## src/rtl/alarm_scheduler.sv

```systemverilog
// Multi-slot alarm scheduler: compares programmed slot times against the RTC once
// per second and sequences a single buzzer through ring, snooze and dismiss.
module alarm_scheduler #(
    parameter int N_SLOTS          = 4,
    parameter int SLOT_W           = 2,
    parameter int SNOOZE_SEC       = 300,
    parameter int RING_TIMEOUT_SEC = 60
) (
    input  logic                clk,
    input  logic                rst,
    input  logic [4:0]          hour_rtc,
    input  logic [5:0]          min_rtc,
    input  logic [5:0]          sec_rtc,
    input  logic                wr_en,
    input  logic [SLOT_W-1:0]   wr_slot,
    input  logic [4:0]          wr_hour,
    input  logic [5:0]          wr_min,
    input  logic [5:0]          wr_sec,
    input  logic                wr_arm,
    input  logic                dismiss,
    input  logic                snooze,
    output logic                ring,
    output logic [SLOT_W-1:0]   active_slot,
    output logic [N_SLOTS-1:0]  armed,
    output logic [N_SLOTS-1:0]  pending,
    output logic [1:0]          state
);

    localparam logic [1:0] S_IDLE   = 2'b00;
    localparam logic [1:0] S_RING   = 2'b01;
    localparam logic [1:0] S_SNOOZE = 2'b10;

    localparam logic [8:0] SNOOZE_LOAD = 9'(SNOOZE_SEC);
    localparam logic [8:0] RING_LOAD   = 9'(RING_TIMEOUT_SEC);

    logic [4:0] slot_hour [N_SLOTS];
    logic [5:0] slot_min  [N_SLOTS];
    logic [5:0] slot_sec  [N_SLOTS];

    logic [5:0] prev_sec;
    logic [8:0] ring_cnt;
    logic [8:0] snz_cnt;

    logic               tick;
    logic               wr_valid;
    logic               cancel_active;
    logic [N_SLOTS-1:0] match_vec;
    logic [N_SLOTS-1:0] clr_vec;
    logic [N_SLOTS-1:0] pending_next;
    logic [SLOT_W-1:0]  first_pending;
    logic [1:0]         state_next;
    logic [SLOT_W-1:0]  active_next;
    logic [8:0]         ring_cnt_next;
    logic [8:0]         snz_cnt_next;
    logic               ring_next;

    // Matching, pending bookkeeping and slot selection. IDLE looks at the pending
    // set including this cycle's matches so the buzzer starts two cycles after a tick.
    always_comb begin
        tick          = (sec_rtc != prev_sec);
        wr_valid      = wr_en && ({{(32-SLOT_W){1'b0}}, wr_slot} < 32'(N_SLOTS));
        cancel_active = wr_valid && !wr_arm && (wr_slot == active_slot) && (state != S_IDLE);

        for (int i = 0; i < N_SLOTS; i++) begin
            match_vec[i] = tick && armed[i] &&
                           (slot_hour[i] == hour_rtc) &&
                           (slot_min[i]  == min_rtc)  &&
                           (slot_sec[i]  == sec_rtc);
            clr_vec[i]   = (wr_valid && !wr_arm && (wr_slot == SLOT_W'(i))) ||
                           (dismiss && (state != S_IDLE) && (active_slot == SLOT_W'(i)));
        end

        pending_next = (pending | match_vec) & ~clr_vec;

        first_pending = '0;
        for (int i = N_SLOTS - 1; i >= 0; i--) begin
            if (pending_next[i]) first_pending = SLOT_W'(i);
        end
    end

    // Ring / snooze sequencer. Counters only move on second ticks and exit their
    // state on the tick that takes them to zero.
    always_comb begin
        state_next    = state;
        active_next   = active_slot;
        ring_cnt_next = ring_cnt;
        snz_cnt_next  = snz_cnt;

        case (state)
            S_IDLE: begin
                if (|pending_next) begin
                    state_next    = S_RING;
                    active_next   = first_pending;
                    ring_cnt_next = RING_LOAD;
                end
            end
            S_RING: begin
                if (tick && ring_cnt != 9'd0) ring_cnt_next = ring_cnt - 9'd1;
                if (cancel_active || dismiss) begin
                    state_next = S_IDLE;
                end else if (snooze || (tick && ring_cnt == 9'd1)) begin
                    state_next   = S_SNOOZE;
                    snz_cnt_next = SNOOZE_LOAD;
                end
            end
            S_SNOOZE: begin
                if (tick && snz_cnt != 9'd0) snz_cnt_next = snz_cnt - 9'd1;
                if (cancel_active || dismiss) begin
                    state_next = S_IDLE;
                end else if (tick && snz_cnt == 9'd1) begin
                    state_next    = S_RING;
                    ring_cnt_next = RING_LOAD;
                end
            end
            default: state_next = S_IDLE;
        endcase

        ring_next = (state == S_RING) && (state_next == S_RING);
    end

    always_ff @(posedge clk) begin
        if (rst) begin
            for (int i = 0; i < N_SLOTS; i++) begin
                slot_hour[i] <= '0;
                slot_min[i]  <= '0;
                slot_sec[i]  <= '0;
            end
            armed       <= '0;
            pending     <= '0;
            state       <= S_IDLE;
            active_slot <= '0;
            ring        <= 1'b0;
            ring_cnt    <= '0;
            snz_cnt     <= '0;
            prev_sec    <= '0;
        end else begin
            if (tick) prev_sec <= sec_rtc;
            if (wr_valid) begin
                slot_hour[wr_slot] <= wr_hour;
                slot_min[wr_slot]  <= wr_min;
                slot_sec[wr_slot]  <= wr_sec;
                armed[wr_slot]     <= wr_arm;
            end
            pending     <= pending_next;
            state       <= state_next;
            active_slot <= active_next;
            ring        <= ring_next;
            ring_cnt    <= ring_cnt_next;
            snz_cnt     <= snz_cnt_next;
        end
    end

endmodule

```

## config.mk

```make
export PLATFORM = sky130hd
export DESIGN_NAME = alarm_scheduler
export DESIGN_NICKNAME = d
export VERILOG_FILES = /design/src/rtl/alarm_scheduler.sv
export SDC_FILE = /design/constraint.sdc
export NUM_CORES = 1
export LEC_CHECK = 0
export BUFFER_PORTS_ARGS = -buffer_cell sky130_fd_sc_hd__buf_2
export CORE_UTILIZATION = 50
export CTS_CLUSTER_DIAMETER = 40
export DETAILED_ROUTE_END_ITERATION = 10
export PLACE_DENSITY = 0.71
export SLEW_MARGIN = 20
export SYNTH_ARGS = -nofsm -noshare
export SYNTH_HDL_FRONTEND = slang
export SYNTH_SLANG_ARGS = --single-unit
```

## constraint.sdc

```tcl
create_clock -name clk -period 3.9 [get_ports clk]
set_input_delay 0 -clock clk [delete_from_list [all_inputs] [get_ports clk]]
set_output_delay 0 -clock clk [all_outputs]
set_load 0.01 [all_outputs]
```

# Yosys cells after proc, flatten, opt, wreduce, memory -nomap -nowiden
# Memories as Yosys holds them, arrays and structs flattened.
# Cells that the tools add are included.
# classes
bitwise_logic,3
add_sub_neg,2
n_reduce_logical,56
muxes,36
magnitude_cmp,2
n_eq_ne,32
# ops
operator,n
$mux W9,7
$eq A6 B6 Y1,8
$logic_and A1 B1 Y1,34
$pmux W9 S3,1
$mux W2,12
$eq A5 B5 Y1,4
$eq A9 B1 Y1 const B,2
$pmux W9 S2,1
$reduce_bool A9 Y1,2
$sub A9 B1 Y9 const B,2
$ne A2 B2 Y1 const B,7
$mux W6,2
$reduce_or A6 Y1,2
$eq A2 B2 Y1 const B,5
$mux W1,9
$eq A2 B1 Y1 const B,4
$logic_not A2 Y1,3
$logic_or A1 B1 Y1,6
$ne A6 B6 Y1,1
$pmux W2 S3,1
$mux W5,1
$reduce_and A5 Y1,1
$reduce_or A5 Y1,1
$and A4 B4 Y4,1
other kinds (13),14
# word_totals
mem_count,3
ramBits,68
ff_bits,37
out_inout_bits,13
elab_cells,142
# memory_table
name,depth,width,rd,rd_clocked_by_memory_dff,write_ports,line_no,rtl
slot_min,4,6,4,0,4,37,logic [5:0] slot_min [N_SLOTS];
slot_sec,4,6,4,0,4,38,logic [5:0] slot_sec [N_SLOTS];
slot_hour,4,5,4,0,4,36,logic [4:0] slot_hour [N_SLOTS];

# Longest topological paths before layout
# Gate-level depths: netlist (run 1).
# depth
depth_word,12
depth_mapped,9
ltp_nobuf,8

# Worst setup path after synthesis (run 1)
# No wires, ideal clock.
# synth_path
path_type,flip-flop to flip-flop
from,register state[1]
to,register ring_cnt[1]
setup_time_ns,0.124
period_less_slack_ns,2.107
stages_incl_launch_ff,9
arrival_ns,1.983
setup_slack_ns,1.793
path_buffers,1
t_required_ns,3.776
path_cell_list,dfxtp_1 clkbuf_2 o211ai_1 a2bb2oi_1 nand4_1 o31ai_1 nand2b_1 nor3_2 o311a_2
# synth_between
elab_chain_len,9
word_cells_on_any_way,25
# synth_rtl
element,line_no,rtl
"start, declared",26,output logic [1:0] state
"start signal, assigned",145,state <= state_next;
$reduce_bool A2 Y1,"62, 70",
$logic_and A1 B1 Y1 (2 in a row),70,(dismiss && (state != S_IDLE) && (active_slot == SLOT_W'(i)));
$logic_or A1 B1 Y1,69,clr_vec[i] = (wr_valid && !wr_arm && (wr_slot == SLOT_W'(i))) ||
$not A4 Y4,73,pending_next = (pending | match_vec) & ~clr_vec;
$and A4 B4 Y4,73,
$reduce_or A4 Y1,91,if (|pending_next) begin
$ne A2 B2 Y1 (no source line),n/a,
$reduce_and A5 Y1 (no source line),n/a,
"end signal, assigned",148,ring_cnt <= ring_cnt_next;
"end, declared",41,logic [8:0] ring_cnt;
# Parallel ways exist; a longest one is shown, timed or not.
# A chain may end at the register's enable or synchronous reset.

# Worst setup path after layout (run 1)
# Same ends and word-level chain as after synthesis.

==> impl_metrics.py, run 1 <==
metrics = {
    "status": {
        "status": "finished clean",
    },
    "global_routing": {
        "grt_overflow_total": 0,
        "grt_antenna_before_repair": 0,
        "grt_max_degree": 29,
        "track_usage_pct": 23.9,
        "grt_pass1_vias": 3750,
        "grt_pass1_wl_mm": 19.5,
    },
    "timing": {
        "fin_crit_ns": 2.55,
        "timing.final.crit_share_pct": 65.5,
        "slew_viol_final": 0,
        "tightest_slew_ns": 0.868,
        "relSlewSlack_pct": 41.9,
        "timing.setup.tns_ns": 0,
        "max_freq_mhz": 392,
        "setup_slack_ns": 1.35,
        "rsz0062_at_grt": "no",
        "finalHoldViolCount": 0,
        "setup_viol": 0,
        "skew_ns": 0.00668,
    },
    "logic_synthesis": {
        "synthAdderAreaFrac_pct": 1.21,
        "synth_cell_types": 57,
        "synthMuxAreaShare_pct": 0.776,
        "synth-edff-count": 68,
        "synth_top_family_by_area": "simple AND/OR/NAND/NOR gates",
        "synth_top_area_share_pct": 39.6,
        "synth-seq-cells": 105,
        "yosysMostFrequentCell": "nor2_1",
        "seq_area_frac_synth_pct": 53.9,
        "synthXorXnorAreaFrac_pct": 14.1,
        "syn_area_um2": 5160,
        "syn_area_per_cell_um2": 10.4,
        "synth.top_cells.by_area": "edfxtp_1 40%, dfxtp_1 14%, xnor2_1 9.3%",
        "syn_inst": 495,
        "ys_async_sr_fraction_pct": 0,
        "yosys_most_used_dff": "edfxtp_1",
        "synth_compound_area_share_pct": 8.66,
        "ys_top_cells_by_count": "78 x nor2_1, 68 x edfxtp_1, 55 x xnor2_1",
        "synthSimpleGateAreaFrac_pct": 17.7,
        "syn-num-nets": 542,
        "synth-warning-count": 0,
        "synth_top_cell_by_area": "edfxtp_1",
    },
    "critical_path": {
        "cp.required_ns": 4.24,
        "cpMaxStageDelayCell": "dfxtp_1",
        "cpPeakStageDelay_ns": 0.50,
        "crit_chain": "o21ai_0, o32a_1, and4_1, a32oi_1, o21ai_1, nor3_2, o311a_2",
        "critical_path_class": "reg -> reg",
        "critPathMaxFanout": 9,
        "crit_path_start_kind": "flop",
        "crit_path_end_kind": "flop",
        "cp.arrival_ns": 2.89,
        "critPathBufInv": 0,
        "crit_family": "compound AO/OA/AOI/OAI gates",
    },
    "detailed_routing": {
        "final_antenna_net_count": 0,
        "drt_pass1_iterations": 4,
        "drt_iter0_markers": 243,
        "drc": 0,
        "vias": 3762,
        "totalWireLength_mm": 12.1,
        "routed_via_density": 5.34,
        "wire_per_inst_um": 17.2,
    },
    "placement": {
        "routabilityCongestion": 0.848,
        "portBuffers": 54,
        "hpwl_mm": 8.48,
        "dpl_cell_area_um2": 5510,
        "pre_cts_ws_ns": 1.39,
    },
    "power_and_ir_drop": {
        "vdd_drop_max_v": 0.000279,
        "switchingPower_uw": 565,
        "p_leak_uw": 0.00237,
        "cellPowerDensity_nw_per_um2": 371,
        "combPwrFrac_pct": 10.8,
        "seqPwrFrac_pct": 57.3,
        "power.internal_uw": 1650,
        "pwr-share-clk_pct": 31.9,
        "netSwitchingFraction_pct": 25.5,
        "total_power_uw": 2220,
    },
    "finish": {
        "final_nets": 613,
        "fin_util_pct": 60.3,
        "n_antenna_cell": 0,
        "drive_gt1_share_pct": 14.7,
        "final_area_um2": 5980,
        "area_growth_pct": 15.9,
    },
    "hold_path": {
        "hold_class": "in -> reg",
    },
    "clocking": {
        "clk_pin_slew_worst_paths_ns": 0.10,
        "cts_sinks": 105,
        "cts_setup_buffers": 0,
        "cts_tree": "yes",
        "clk_latency_ns": 0.39,
        "clock_path_buffers": 2,
        "cts_made_buffers": 9,
        "cts-htree-levels": 3,
        "clockRootBuffer": "clkbuf_8",
    },
    "floorplan": {
        "die-area_um2": 10700,
        "ioPinCount": 55,
        "fp.dieW_um": 104,
        "start_util_pct": 52.1,
        "die_height_um": 104,
        "row_count": 36,
        "core_area_um2": 9910,
    },
    "job": {
        "maxCapViolations": 0,
    },
}
timing repair:
action                                 in CTS  in global routing
gates resized for setup                     0                  0
hold buffers                               27                  0
endpoints found under the hold margin      42                  0
logic make-up (layout without fill, tap and decap cells):
logic type / after synthesis / count (layout)
compound gates: 61 / 61
buf+inv: 47 / 123
xor+xnor: 83 / 83
flops: 105 / 105
mux: 4 / 4
fa+ha+maj: 5 / 5
simple gates: 190 / 190
flip-flops by register name (all words and copies together), names as in the netlist:
register     flops
state            2
snz_cnt          9
armed            4
slot_hour       20
slot_min        24
active_slot      2
prev_sec         6
pending          4
slot_sec        24
ring             1
ring_cnt         9
layer usage:
metal | global-route usage, % | wire [µm] | vias up
li1 | - | - | 1851
met5 | 0 | 0 | -
met4 | 6.42 | 136 | 0
met1 | 32.0 | 5450 | 1799
met3 | 5.54 | 613 | 16
met2 | 39.2 | 5880 | 96
power by group through the flow:
stage	clock [µW]	combinational (µW)	sequential [µW]
2_1_floorplan	0	142	1290
3_3_place_gp	0	215	1300
3_5_place_dp	0	218	1300
4_1_cts	720	239	1270
5_1_grt	753	261	1280
6_report	708	239	1270
path summary, 6_finish.rpt:
kind / start / endpoint / slack [ns] / depth (start not counted)
setup / recovery: state[1] / ring_cnt[1] / 1.35 / 7
setup reg to reg: state[1] / ring_cnt[1] / 1.35 / 7
hold reg to reg: ring_cnt[2] / ring_cnt[2] / 0.51 / 2
hold / removal: wr_en / armed[0] / 0.04 / 4
cell type report:
| class | count | area [µm²] |
|---|---|---|
| clock inverters | 7 | 76.3 |
| multi-input cells | 343 | 2190 |
| flip-flops and latches | 105 | 2780 |
| fillers | 842 | 3930 |
| well taps | 133 | 166 |
| repair buffers | 82 | 548 |
| clock buffers | 9 | 124 |
| inverters | 25 | 93.8 |
through the flow:
step           hold slack (ns)  cells
2_1_floorplan            0.144    495
4_1_cts                 0.0203    704
5_1_grt                 0.0453    704
6_report                0.0381    704
3_3_place_gp             0.311    661
3_5_place_dp             0.322    661
worst min-delay path: stages:
cell and delay [ns]:
buf_2 0.14, nand2_1 0.10, mux2i_1 0.08, nor2_1 0.07
cells in the final DEF (no fill, tap or decap), drive strengths merged, types with 2 or more instances in the layout:
cell and instances:
nand3 8, nand2 41, or2 3, o21ai 9
a21oi 14, o32a 2, nand3b 2, and2 2
and3 2, o31ai 3, inv 29, nor4 11
a211oi 4, or4 5, nor3 9, nor2 78
buf 55, clkinv 2, nand2b 4, nand4 12
o211ai 4, ha 5, o31a 3, xnor2 55
mux2i 4, edfxtp 68, dlygate4sd3 27, dfxtp 37
clkbuf 9, o211a 2, o21a 3, nor2b 10
a31oi 2, xor2 28
(Power assumes the default switching activity.)
==> inputs of run 2 (changes only) <==
clock period = 2.5 ns   (was 3.9 ns; I/O delays follow)
==> run 2 against run 1 <==
Cell count increased by 0.85%. Utilization is 0.68 points higher. Sequential share of layout area is 0.48 points lower. Combinational power rose by 62%. Worst setup slack worse by 1.2 ns. Fmax is 8.8% higher. Clock skew up 0.0091 ns. Critical endpoint unchanged.
==> impl_metrics.py, run 2 (synthesized netlist as in run 1, its figures left out) <==
metrics = {
    "clocking": {
        "clock_path_buffers": 2,
        "cts_setup_buffers": 0,
        "cts_sinks": 105,
        "clk_pin_slew_worst_paths_ns": 0.10,
        "clockRootBuffer": "clkbuf_8",
        "clk_latency_ns": 0.38,
        "cts_tree": "yes",
        "cts-htree-levels": 3,
        "cts_made_buffers": 9,
    },
    "floorplan": {
        "start_util_pct": 52.1,
        "die-area_um2": 10700,
        "core_area_um2": 9910,
        "row_count": 36,
        "fp.dieW_um": 104,
        "die_height_um": 104,
        "ioPinCount": 55,
    },
    "detailed_routing": {
        "drc": 0,
        "routed_via_density": 5.45,
        "wire_per_inst_um": 17.5,
        "drt_pass1_iterations": 5,
        "final_antenna_net_count": 0,
        "totalWireLength_mm": 12.4,
        "drt_iter0_markers": 272,
        "vias": 3866,
    },
    "timing": {
        "timing.final.crit_share_pct": 93.9,
        "finalHoldViolCount": 0,
        "setup_viol": 0,
        "skew_ns": 0.0158,
        "fin_crit_ns": 2.35,
        "rsz0062_at_grt": "no",
        "timing.setup.tns_ns": 0,
        "slew_viol_final": 0,
        "max_freq_mhz": 426,
        "tightest_slew_ns": 0.811,
        "relSlewSlack_pct": 45.9,
    },
    "job": {
        "maxCapViolations": 0,
    },
    "finish": {
        "n_antenna_cell": 0,
        "top_regs": "slot_min: 24 flops, slot_sec: 24 flops, slot_hour: 20 flops",
        "area_growth_pct": 17.2,
        "final_common_cell": "nor2_1",
        "final_nets": 619,
        "layout_common_cells": "78 x nor2_1, 68 x edfxtp_1, 55 x xnor2_1",
        "drive_gt1_share_pct": 17.2,
    },
    "status": {
        "status": "finished clean",
    },
    "global_routing": {
        "grt_pass1_vias": 3706,
        "track_usage_pct": 23.7,
        "grt_max_degree": 28,
        "grt_pass1_wl_mm": 19.4,
        "grt_overflow_total": 0,
        "grt_antenna_before_repair": 0,
    },
    "critical_path": {
        "cp.arrival_ns": 2.60,
        "cpPeakStageDelay_ns": 0.45,
        "critPathMaxFanout": 7,
        "cp.required_ns": 2.76,
        "cpMaxStageDelayCell": "or4_1",
        "crit_chain": "xnor2_1, nand4_1, or4_1, o21a_1, nand2b_1, nor3_4, o311a_2",
        "crit_path_end_kind": "flop",
        "crit_path_start_kind": "flop",
        "critical_path_class": "reg -> reg",
    },
    "power_and_ir_drop": {
        "cellPowerDensity_nw_per_um2": 569,
        "vdd_drop_max_v": 0.000421,
        "p_leak_uw": 0.00240,
        "total_power_uw": 3440,
    },
    "placement": {
        "portBuffers": 54,
        "routabilityCongestion": 0.845,
        "hpwl_mm": 8.60,
    },
    "hold_path": {
        "hold_class": "in -> reg",
    },
}
==> run 2: changes by cell type in the layout (fill, tap and decap cells not counted), moves of 2 or more <==
cell / delta
buf_4: +10
dfxtp_2: +2
inv_6: -2
dfxtp_1: -2
dlygate4sd3_1: -4
nor4_1: -3
nor4_2: +3
clkbuf_1: +2
==> run 2: power by group <==
part           total (µW)  switching, µW  internal (µW)  leakage [µW]
Sequential           1990           41.8           1940      0.000970
Combinational         387            219            168       0.00133
Clock                1070            599            472     0.0000935
Total                3440            860           2580       0.00240
==> run 2: through the flow <==
step                      util [%]  hold WS, ns  worst slack [ns]  area, µm²  std cells
after floorplan                  -        0.144             0.393       5160        495
after global placement        56.4        0.312             0.205       5580        671
after detailed placement      56.4        0.330             0.103       5580        671
after CTS                     60.5      0.00272            0.0753       6000        709
after global routing          61.0       0.0231           0.00353       6050        710
final                         61.0       0.0223             0.153       6050        710
==> run 2: worst paths after layout <==
kind / slack (ns) / end / start / depth (start not counted)
hold reg to reg: 0.52 / snz_cnt[1] / snz_cnt[1] / 2
setup / recovery: 0.15 / ring_cnt[1] / slot_sec[0][4] / 7
hold / removal: 0.02 / prev_sec[0] / sec_rtc[0] / 2
setup reg to reg: 0.15 / ring_cnt[1] / slot_sec[0][4] / 7
==> run 2: area by class of cell <==
cell class              count  area (µm²)
repair buffers             88         583
clock inverters             5        61.3
clock buffers              11         131
flip-flops and latches    105        2790
inverters                  25        93.8
multi-input cells         343        2230
well taps                 133         166
fillers                   835        3860
==> run 2: critical path, delay by kind of cell (launching register included) <==
kind / cells / cell delay [ns]
xor+xnor: 1 / 0.26
flops: 1 / 0.42
simple gates: 4 / 0.92
compound gates: 2 / 0.64
==> run 2: timing repair <==
action,4_1_cts,5_1_grt
gates resized for setup,0,8
setup endpoints to repair,0,7
hold endpoints to repair,31,1
hold buffers,22,1
==> run 2: layer usage <==
metal | track usage (%) | part of all wire [%] | up-vias
li1 | - | - | 1871
met1 | 32.0 | 44 | 1848
met2 | 39.3 | 49 | 129
met3 | 4.47 | 6.0 | 18
met4 | 6.52 | 1.7 | 0
met5 | 0 | 0 | -
==> inputs of run 3 (changes only) <==
CORE_ASPECT_RATIO = 0.8   (was not set)
==> run 3 against run 2 <==
First-iteration DRC count up 20%. Combinational power down 3%. Highest routed layer unchanged. Largest power group unchanged. Non-clock buffer count down 12. Critical path type is now in -> reg. Critical endpoint is now ring_cnt[3]. Clock-buffer cell count up 2. Routed wire length down 1.3%.
==> impl_metrics.py, run 3 (synthesized netlist as in run 1, its figures left out) <==
metrics = {
    "status": {
        "status": "finished clean",
    },
    "clocking": {
        "clk_pin_slew_worst_paths_ns": 0.07,
        "cts_sinks": 105,
        "cts_made_buffers": 9,
        "clock_path_buffers": 2,
        "clk_latency_ns": 0.34,
        "clockRootBuffer": "clkbuf_16",
        "cts-htree-levels": 3,
        "cts_tree": "yes",
        "cts_setup_buffers": 0,
    },
    "timing": {
        "finalHoldViolCount": 0,
        "max_freq_mhz": 426,
        "tightest_slew_ns": 0.767,
        "rsz0062_at_grt": "no",
        "slew_viol_final": 0,
        "fin_crit_ns": 2.35,
        "skew_ns": 0.00856,
        "setup_viol": 0,
        "timing.final.crit_share_pct": 93.9,
        "setup_slack_ns": 0.152,
        "timing.setup.tns_ns": 0,
        "relSlewSlack_pct": 48.9,
    },
    "hold_path": {
        "worstHoldPathCells": 3,
        "hold_class": "in -> reg",
    },
    "critical_path": {
        "critPathMaxFanout": 9,
        "worst-r2r-cell-count": 7,
        "crit_chain": "dlygate4sd3_1, buf_2, xnor2_1, nand4_1, nor2_1, a21oi_1, a221oi_2, a311oi_1, a31o_2",
        "crit_path_start_kind": "input port",
        "cp.arrival_ns": 2.59,
        "cpPeakStageDelay_ns": 0.64,
        "critical_path_class": "in -> reg",
        "critPathBufInv": 2,
        "crit_path_end_kind": "flop",
        "cpMaxStageDelayCell": "a221oi_2",
        "crit_cells": 9,
        "cp.required_ns": 2.74,
        "crit_family": "compound AO/OA/AOI/OAI gates",
    },
    "finish": {
        "area_growth_pct": 16.7,
        "final_area_um2": 6020,
        "drive_gt1_share_pct": 16.6,
        "top_regs": "slot_min: 24 flops, slot_sec: 24 flops, slot_hour: 20 flops",
        "layout_common_cells": "78 x nor2_1, 68 x edfxtp_1, 55 x xnor2_1",
        "final_common_cell": "nor2_1",
        "final_nets": 607,
        "fillers": 839,
        "n_antenna_cell": 0,
    },
    "global_routing": {
        "track_usage_pct": 24.3,
        "grt_antenna_before_repair": 0,
        "grt_pass1_wl_mm": 19.2,
        "grt_max_degree": 28,
        "grt_pass1_vias": 3696,
        "grt_overflow_total": 0,
    },
    "floorplan": {
        "die_height_um": 92.9,
        "row_count": 32,
        "core_area_um2": 9850,
        "ioPinCount": 55,
        "die-area_um2": 10700,
        "fp.dieW_um": 116,
        "start_util_pct": 52.4,
    },
    "placement": {
        "pre_cts_ws_ns": 0.0931,
        "routabilityCongestion": 0.844,
        "dpl_cell_area_um2": 5600,
        "portBuffers": 54,
        "hpwl_mm": 8.55,
    },
    "power_and_ir_drop": {
        "cellPowerDensity_nw_per_um2": 636,
        "total_power_uw": 3830,
        "p_leak_uw": 0.00240,
        "vdd_drop_max_v": 0.000433,
    },
    "detailed_routing": {
        "drt_iter0_markers": 327,
        "vias": 3853,
        "routed_via_density": 5.50,
        "final_antenna_net_count": 0,
        "totalWireLength_mm": 12.3,
        "drt_pass1_iterations": 6,
        "drc": 0,
        "wire_per_inst_um": 17.5,
    },
    "job": {
        "maxCapViolations": 0,
    },
}
==> run 3: layer usage <==
layer,track usage (%),up-vias,wire length [µm]
li1,-,1848,-
met1,35.7,1836,5700
met2,35.7,157,5490
met3,4.91,12,937
met4,7.36,0,134
met5,0,-,0
==> run 3: layout make-up <==
class / instances / area, µm² / share of cell area (%)
inverters: 25 / 93.8 / 1.56
well taps: 136 / 170 / 2.83
clock inverters: 3 / 65.1 / 1.08
multi-input cells: 343 / 2210 / 36.7
clock buffers: 13 / 240 / 3.99
flip-flops and latches: 105 / 2780 / 46.2
repair buffers: 76 / 460 / 7.65
==> run 3: path summary, 6_finish.rpt <==
check	startpoint	endpoint	slack, ns
worst max-delay path	sec_rtc[3]	ring_cnt[3]	0.15
worst min-delay path	wr_sec[3]	slot_sec[3][3]	0.007
worst max register to register	state[1]	ring_cnt[1]	0.19
worst min register to register	ring_cnt[2]	ring_cnt[2]	0.51
==> run 3: timing repair <==
item	4_1_cts	5_1_grt
hold endpoints to repair	10	0
endpoints found under the setup margin	0	8
hold buffers	10	0
resized for setup	0	3
==> run 3: worst min-delay path, delay by kind of cell <==
| family | cells | cell delay (ns) |
|---|---|---|
| buffers and inverters | 2 | 0.14 |
| and+or+nand+nor | 1 | 0.10 |
==> run 3: power by group <==
| group | internal, µW | leakage (µW) | switching, µW | total (µW) |
|---|---|---|---|---|
| Sequential | 1940 | 0.000969 | 40.3 | 1980 |
| Combinational | 155 | 0.00128 | 221 | 376 |
| Clock | 878 | 0.000148 | 593 | 1470 |
| Total | 2980 | 0.00240 | 854 | 3830 |
==> run 3: metrics by stage <==
| stage | utilization [%] | std cells | hold WS, ns |
|---|---|---|---|
| final | 61.1 | 701 | 0.00660 |
| after global placement | 56.8 | 675 | 0.315 |
| after CTS | 60.9 | 701 | 0.00584 |
| after floorplan | - | 495 | 0.144 |
| after detailed placement | 56.8 | 675 | 0.328 |
| after global routing | 61.1 | 701 | 0.00791 |
